$ cat src/rtl/sample_frame_pkg.sv
// sample_frame_pkg: shared constants, state encoding and frame-length helper for the frame reader
package sample_frame_pkg;
  localparam logic [7:0] FRAME_HEADER = 8'hA5;
  typedef enum logic [2:0] {IDLE, HEADER, CHAN_ID, SAMPLE, CHECKSUM} state_t;
  function automatic int frame_len(input int num_channels, input int samples);
    return 2 + num_channels * (1 + samples);
  endfunction
endpackage

$ cat src/rtl/sample_frame_reader.sv
// sample_frame_reader: snapshots the sample window on start and streams it as a framed, checksummed byte sequence
module sample_frame_reader
  import sample_frame_pkg::*;
#(
  parameter int NUM_CHANNELS = 7,
  parameter int SAMPLES = 10,
  parameter int SAMPLE_BITS = 8
) (
  input  logic clk,
  input  logic reset,
  input  logic start,
  input  logic [NUM_CHANNELS*SAMPLES*SAMPLE_BITS-1:0] window_in,
  output logic [7:0] data_out,
  output logic data_valid,
  input  logic data_ready,
  output logic busy,
  output logic frame_done
);
  localparam int W = NUM_CHANNELS * SAMPLES * SAMPLE_BITS;
  localparam int CW = NUM_CHANNELS > 1 ? $clog2(NUM_CHANNELS) : 1;
  localparam int SW = SAMPLES > 1 ? $clog2(SAMPLES) : 1;
  localparam int BW = NUM_CHANNELS * SAMPLES > 1 ? $clog2(NUM_CHANNELS * SAMPLES) : 1;
  if (SAMPLE_BITS != 8) begin : g_bad_width
    $error("sample_frame_reader: SAMPLE_BITS must be 8");
  end
  state_t state, nxt_state;
  logic [CW-1:0] ch, nxt_ch;
  logic [SW-1:0] smp, nxt_smp;
  logic [7:0] sum, nxt_sum, nxt_byte;
  logic [BW-1:0] byte_idx;
  logic [W-1:0] snap;
  logic xfer, last_smp, last_ch;
  assign xfer = data_valid && data_ready;
  assign busy = state != IDLE;
  assign last_smp = smp == SW'(SAMPLES - 1);
  assign last_ch = ch == CW'(NUM_CHANNELS - 1);
  always_ff @(posedge clk) begin
    if (reset) begin
      state <= IDLE;
      ch <= '0;
      smp <= '0;
      sum <= '0;
      data_out <= '0;
      data_valid <= 1'b0;
      frame_done <= 1'b0;
    end else begin
      state <= nxt_state;
      ch <= nxt_ch;
      smp <= nxt_smp;
      sum <= nxt_sum;
      data_out <= nxt_byte;
      data_valid <= nxt_state != IDLE;
      frame_done <= state == CHECKSUM && xfer;
    end
  end
  always_ff @(posedge clk)
    if (state == IDLE && start) snap <= window_in;
  always_comb begin
    nxt_state = state;
    nxt_ch = ch;
    nxt_smp = smp;
    nxt_sum = sum;
    case (state)
      IDLE: if (start) begin
        nxt_state = HEADER;
        nxt_ch = '0;
        nxt_smp = '0;
        nxt_sum = '0;
      end
      HEADER: if (xfer) nxt_state = CHAN_ID;
      CHAN_ID: if (xfer) begin
        nxt_state = SAMPLE;
        nxt_sum = sum + data_out;
      end
      SAMPLE: if (xfer) begin
        nxt_sum = sum + data_out;
        nxt_smp = last_smp ? '0 : smp + 1'b1;
        nxt_ch = !last_smp ? ch : last_ch ? '0 : ch + 1'b1;
        nxt_state = !last_smp ? SAMPLE : last_ch ? CHECKSUM : CHAN_ID;
      end
      CHECKSUM: if (xfer) nxt_state = IDLE;
      default: nxt_state = IDLE;
    endcase
  end
  // The byte for the upcoming state is computed here and registered, so data_out is stable across stalls
  always_comb begin
    byte_idx = BW'(nxt_ch) * BW'(SAMPLES) + BW'(nxt_smp);
    nxt_byte = nxt_state == HEADER ? FRAME_HEADER :
               nxt_state == CHAN_ID ? 8'(nxt_ch) :
               nxt_state == SAMPLE ? snap[{byte_idx, 3'b000} +: 8] :
               nxt_state == CHECKSUM ? nxt_sum : 8'h00;
  end
endmodule

$ cat config.mk
export PLATFORM = sky130hd
export DESIGN_NAME = sample_frame_reader
export DESIGN_NICKNAME = d
export VERILOG_FILES = /design/src/rtl/sample_frame_pkg.sv /design/src/rtl/sample_frame_reader.sv
export SDC_FILE = /design/constraint.sdc
export NUM_CORES = 1
export LEC_CHECK = 0
export ABC_AREA = 1
export BUFFER_PORTS_ARGS = -buffer_cell sky130_fd_sc_hd__buf_2
export CAP_MARGIN = 15
export CORE_ASPECT_RATIO = 1.25
export CORE_MARGIN = 5
export CORE_UTILIZATION = 49
export DETAILED_ROUTE_END_ITERATION = 10
export HOLD_SLACK_MARGIN = 0.15
export PLACE_DENSITY = 0.84
export SKIP_LAST_GASP = 1
export SYNTH_ARGS = -nofsm -noshare
export SYNTH_HDL_FRONTEND = slang
export SYNTH_SLANG_ARGS = --single-unit
$ cat constraint.sdc
create_clock -name clk -period 26.9 [get_ports clk]
set_input_delay 2.69 -clock clk [delete_from_list [all_inputs] [get_ports clk]]
set_output_delay 2.69 -clock clk [all_outputs]
set_load 0.02 [all_outputs]
Yosys cells after proc, flatten, opt, wreduce, memory -nomap -nowiden
Cells that the tools add are included.

Bits in registers: 588. Latch bits: 0. RAM bits: 0. ROM bits: 0. Bits of input ports: 564. Logic and storage cells: 59. Memories kept: 0.

$add $sub $neg: 4. $mul: 1. Div/mod/pow operators: 0. Magnitude comparators: 0. Equal/unequal tests: 10. Shift-type cells: 1. Muxes and demuxes: 24. Bitwise gates (word level): 0. Reductions and logical operators: 9.

Operators with widths (count): indexed part select 560 x 11 -> 8 bit (1); two-way mux 8 bit (6); two-way mux 3 bit (11); case mux 8 bit (2 select lines) (1); case mux 3 bit (5 select lines) (1); equality test 3 x 2 -> 1 bit (second input constant) (4); two-way mux 4 bit (3); equality test 3 bit (second input constant) (3); adder 8 bit (1); case mux 4 bit (2 select lines) (1); adder 7 x 4 -> 7 bit (1); equality test 3 x 1 -> 1 bit (second input constant) (2); multiplier 3 x 3 -> 6 bit (second input constant) (1); case mux 3 bit (2 select lines) (1); nonzero test 3 bit (2); adder 4 x 1 -> 4 bit (second input constant) (1); equality test 4 bit (second input constant) (1); OR reduction 2 bit (2); adder 3 x 1 -> 3 bit (second input constant) (1); logical AND 1 bit (3); logical NOT 3 bit (1); OR reduction 3 bit (1).

Longest topological paths before layout
Depth after elaboration: 11. Depth in mapped cells: 27.

Least setup slack after synthesis
Ideal clock, no wire load.

Path type: input-to-reg. Start point: in start. End point: reg data_out[7]. Data arrival time: 27385 ps. Setup slack: -617 ps. Stages: 13. Path through: inv_1 nor2_1 inv_1 nand2_1 inv_1 nand3_1 nand2_1 inv_1 nand2_1 inv_1 nand2_1 nand2_1 a21oi_1.

Cells in the longest elaborated chain, start to end: 8. Elaborated cells on any way between the ends: 19. Those cells by class: add/sub (1); mul (1); eq/ne (4); shift (1); mux (12).

Ends and longest elaborated chain: start: declaration (RTL line sample_frame_reader.sv:11) `input logic start,`; two-way mux 3 bit (RTL line sample_frame_reader.sv:64) `IDLE: if (start) begin`; case mux 3 bit (2 select lines) (RTL line sample_frame_reader.sv:63) `case (state)`; multiplier 3 x 3 -> 6 bit (RTL line sample_frame_reader.sv:87) `byte_idx = BW'(nxt_ch) * BW'(SAMPLES) + BW'(nxt_smp);`; adder 7 x 4 -> 7 bit (RTL line sample_frame_reader.sv:87); indexed part select 560 x 11 -> 8 bit (RTL line sample_frame_reader.sv:90) `nxt_state == SAMPLE ? snap[{byte_idx, 3'b000} +: 8] :`; two-way mux 8 bit (RTL line sample_frame_reader.sv:90); two-way mux 8 bit (RTL line sample_frame_reader.sv:89) `nxt_state == CHAN_ID ? 8'(nxt_ch) :`; two-way mux 8 bit * (RTL line sample_frame_reader.sv:88) `nxt_byte = nxt_state == HEADER ? FRAME_HEADER :`; end signal: assignment (RTL line sample_frame_reader.sv:51) `data_out <= nxt_byte;`; end: declaration (RTL line sample_frame_reader.sv:13) `output logic [7:0] data_out,`.

Mark *: on every way between the ends. The rest lies on a longest branch, timed or not. A chain may end at the register's enable or synchronous reset.

Final worst setup path
Start point: in data_ready. End point: reg data_out[6].

Cells in the longest elaborated chain, start to end: 7. Elaborated cells on any way between the ends: 22. Those cells by class: add/sub (1); mul (1); eq/ne (4); shift (1); mux (13); reduce/logical (2).

Ends and longest elaborated chain: start: declaration (RTL line sample_frame_reader.sv:15) `input logic data_ready,`; logical AND 1 bit (RTL line sample_frame_reader.sv:33) `assign xfer = data_valid && data_ready;`; two-way mux 3 bit (RTL line sample_frame_reader.sv:75) `SAMPLE: if (xfer) begin`; case mux 3 bit (2 select lines) (RTL line sample_frame_reader.sv:63); via nxt_ch[0] (RTL line sample_frame_reader.sv:27) `logic [CW-1:0] ch, nxt_ch;`; multiplier 3 x 3 -> 6 bit (RTL line sample_frame_reader.sv:87); adder 7 x 4 -> 7 bit (RTL line sample_frame_reader.sv:87); indexed part select 560 x 11 -> 8 bit (RTL line sample_frame_reader.sv:90); two-way mux 8 bit (RTL line sample_frame_reader.sv:90).

The timed path passes the listed nets, and every way through them passes these cells.

==> results.json <==
{
  "status": "finished clean",
  "cp.arrival_ns": 8.24,
  "combPwrFrac_pct": 7.3,
  "worst_setup_path_start_kind": "input pin",
  "hold_class": "register to register",
  "synth_fp_nets": 2808,
  "first_iter_violations": 2380,
  "period_share_pct": 28.7,
  "clock_skew_ns": 0.0251,
  "final_layout_size_suffix_gt1_share_pct": 25.0,
  "ys_ff_latch": 588,
  "crit_chain": "buf_2 -> nand2_1 -> nor2_1 -> nor2_1 -> nor2_1 -> o21a_1 -> inv_1 -> ha_1 -> ha_1 -> nand3_1 -> nand3_1 -> xor2_2 -> clkinv_1 -> nor2_1 -> nand2_1 -> nand2_1 -> inv_2 -> nand2_1 -> nand2_1 -> nand2_1 -> nand2_1 -> a21oi_1",
  "yosysMostFrequentCell": "edfxtp_1",
  "netlist_instances": 2227,
  "die_y_um": 263,
  "critPathMaxStageDelay_ns": 1.02,
  "gp_congestion": 0.893,
  "instances_no_fill": 3477,
  "synth_ff_type": "edfxtp_1",
  "finalHoldViolCount": 0,
  "p_int_mw": 1.61,
  "grt_pass1_vias": 19700,
  "totalWireLength_mm": 78.3,
  "grt_usage_pct": 26.6,
  "fin_tns_setup_ns": 0,
  "slew_headroom_pct": 17.7,
  "rows": 92,
  "cap_violations": 0,
  "initial_utilization_pct": 49.6,
  "cts_root_buf": "clkbuf_16",
  "detailed_place_hpwl_mm": 55.3,
  "grt_overflow": 0,
  "ios": 575,
  "synth_warnings": 0,
  "p_leak_nw": 12.9,
  "cts_tree": "built",
  "path_delay_family": "simple AND/OR/NAND/NOR gates",
  "crit_slowest_cell": "nor2_1",
  "clk_latency_ns": 0.62,
  "nets": 3335,
  "rsz0062_at_grt": "no",
  "cts_buffers": 57,
  "antenna_left": 0,
  "clk_pin_slew_worst_paths_ns": 0.06,
  "fp.dieW_um": 213,
  "dp_slack_ns": 18.60,
  "critPathKind": "input pin to register",
  "cts_hold_buf": 0,
  "yosysTopAreaCellShare_pct": 66.9,
  "period_needed_ns": 7.71,
  "wire_per_inst_um": 22.5,
  "cts_resized": 0,
  "ir_worst_vdd_mv": 0.0579,
  "htree_levels": 2,
  "synth.top_cells.by_count": "edfxtp_1, nand2_1, nand3_1",
  "fin_ws_ns": 19.19,
  "required_ns": 27.43,
  "seqPwrFrac_pct": 53.1,
  "setup_viol": 0,
  "vias_per_cell": 5.64,
  "synth-async-reset-ratio_pct": 0,
  "antenna_found_initial": 20,
  "cp_max_fo": 20,
  "fmax_mhz": 130,
  "post-route-util_pct": 60.0,
  "syn_to_final_growth_pct": 20.9,
  "syn_area_sq_mm": 0.0251,
  "worst_slew_pin_slew_ns": 1.23,
  "synth_top_area_cell": "edfxtp_1",
  "cts_setup_buffers": 0,
  "nFillCells": 4003,
  "slew_violations": 0,
  "io_buffers": 574,
  "synthTopCellsByArea": "edfxtp_1, nand2_1, nand3_1",
  "die_area_sq_mm": 0.0560,
  "yosysSeqAreaShare_pct": 69.1,
  "crit_path_frequent_cell": "nand2_1",
  "switching_share_pct": 22.6,
  "vias": 19600,
  "syn_area_per_cell_sq_um": 11.3,
  "clockBufferDepth": 3,
  "clockPowerShare_pct": 39.6,
  "synth_edf_count": 560,
  "grt_pass1_wl_mm": 113,
  "core_sq_mm": 0.0506,
  "switching_power_uw": 471,
  "crit_buf_inv": 4,
  "drtPass1Iterations": 6,
  "grt_start_max_net_pins": 205,
  "endpoint_kind": "register",
  "placed_cells": 3353,
  "p_per_area_mw_per_mm2": 68.4,
  "synth_cell_types": 37,
  "hold_ws_ns": 0.538,
  "clock-sinks": 588,
  "drc_errors": 0
}
-- registers in the layout, summed over array words and instances, names as in the netlist --
name and flops:
snap 560, data_out 8, sum 8, smp 4, ch 3, state 3, data_valid 1, frame_done 1
-- metal layers --
layer | share of wire, % | global-route usage [%] | vias up
li1 | - | - | 8806
met1 | 35 | 32.3 | 9280
met2 | 49 | 44.5 | 1214
met3 | 9.0 | 5.10 | 291
met4 | 6.1 | 14.6 | 4
met5 | 0.032 | 0 | -
-- layout make-up --
class / instances / area, sq um / share of cell area, %
tap: 658 / 823 / 2.71
sequential: 588 / 17400 / 57.2
multi-input combinational: 1250 / 6200 / 20.4
antenna: 19 / 47.5 / 0.156
clock inverter: 41 / 427 / 1.40
clock buffer: 64 / 1490 / 4.92
inverter: 266 / 1000 / 3.30
timing repair buffer: 591 / 3030 / 9.95
-- power by group through the flow --
stage               Clock [mW]  Combinational, mW  Sequential [mW]
CTS                      0.829              0.152             1.10
finish                   0.823              0.152             1.10
global route             0.870              0.166             1.11
global placement             0              0.147             1.12
detailed placement           0              0.150             1.12
floorplan                    0             0.0716             1.15
-- per-stage QoR --
step / power, mW / area (sq um)
global placement: 1.27 / 28400
detailed placement: 1.27 / 28400
global route: 2.14 / 30400
CTS: 2.08 / 30300
finish: 2.08 / 30400
floorplan: 1.22 / 25100
-- placed cells by master (no fill, tap or decap), types with 3 or more instances in the layout --
cell type	count
nor3_1	4
edfxtp_1	560
nand4_1	3
clkinv_4	3
nand3_1	339
nand2_1	472
a21oi_1	82
o22ai_1	9
dfxtp_1	28
nand3b_1	61
xor2_1	4
xnor2_1	4
o21ai_0	92
o211ai_1	63
inv_2	5
ha_1	14
clkinv_2	10
clkbuf_1	4
o21ai_1	22
diode_2	19
clkinvlp_4	7
inv_1	255
buf_4	15
clkinv_1	14
clkbuf_16	58
bufinv_16	7
nor2_1	59
buf_2	574
a31oi_1	4
-- worst reg2reg max path: cells and delay by family (launching register included) --
kind                     cells  cell delay (ns)
flip-flops                   1             0.38
AO/OA/AOI/OAI                2             0.23
adder cells (fa/ha/maj)      2             0.66
AND/OR/NAND/NOR             14             3.02
buffers and inverters        3             0.87
XOR/XNOR                     1             0.66
-- path summary, 6_finish.rpt --
kind	from	end	slack (ns)	depth (start not counted)
worst max-delay path	data_ready	data_out[6]	19.19	22
worst max register to register	data_valid	data_out[6]	21.00	22
worst min register to register	state[2]	frame_done	0.54	2
worst min-delay path	state[2]	frame_done	0.54	2
-- kinds of logic (layout without fill, tap and decap cells) --
kind of cell / Yosys count / after routing / share of synthesized area [%]
simple gates: 946 / 946 / 16.9
flops: 588 / 588 / 69.1
buf+inv: 389 / 962 / 6.46
compound gates: 277 / 277 / 6.27
fa+ha+maj: 17 / 17 / 0.906
xor+xnor: 10 / 10 / 0.378
other cells: 0 / 19 / 0
Power figures use the tool's default switching activity.
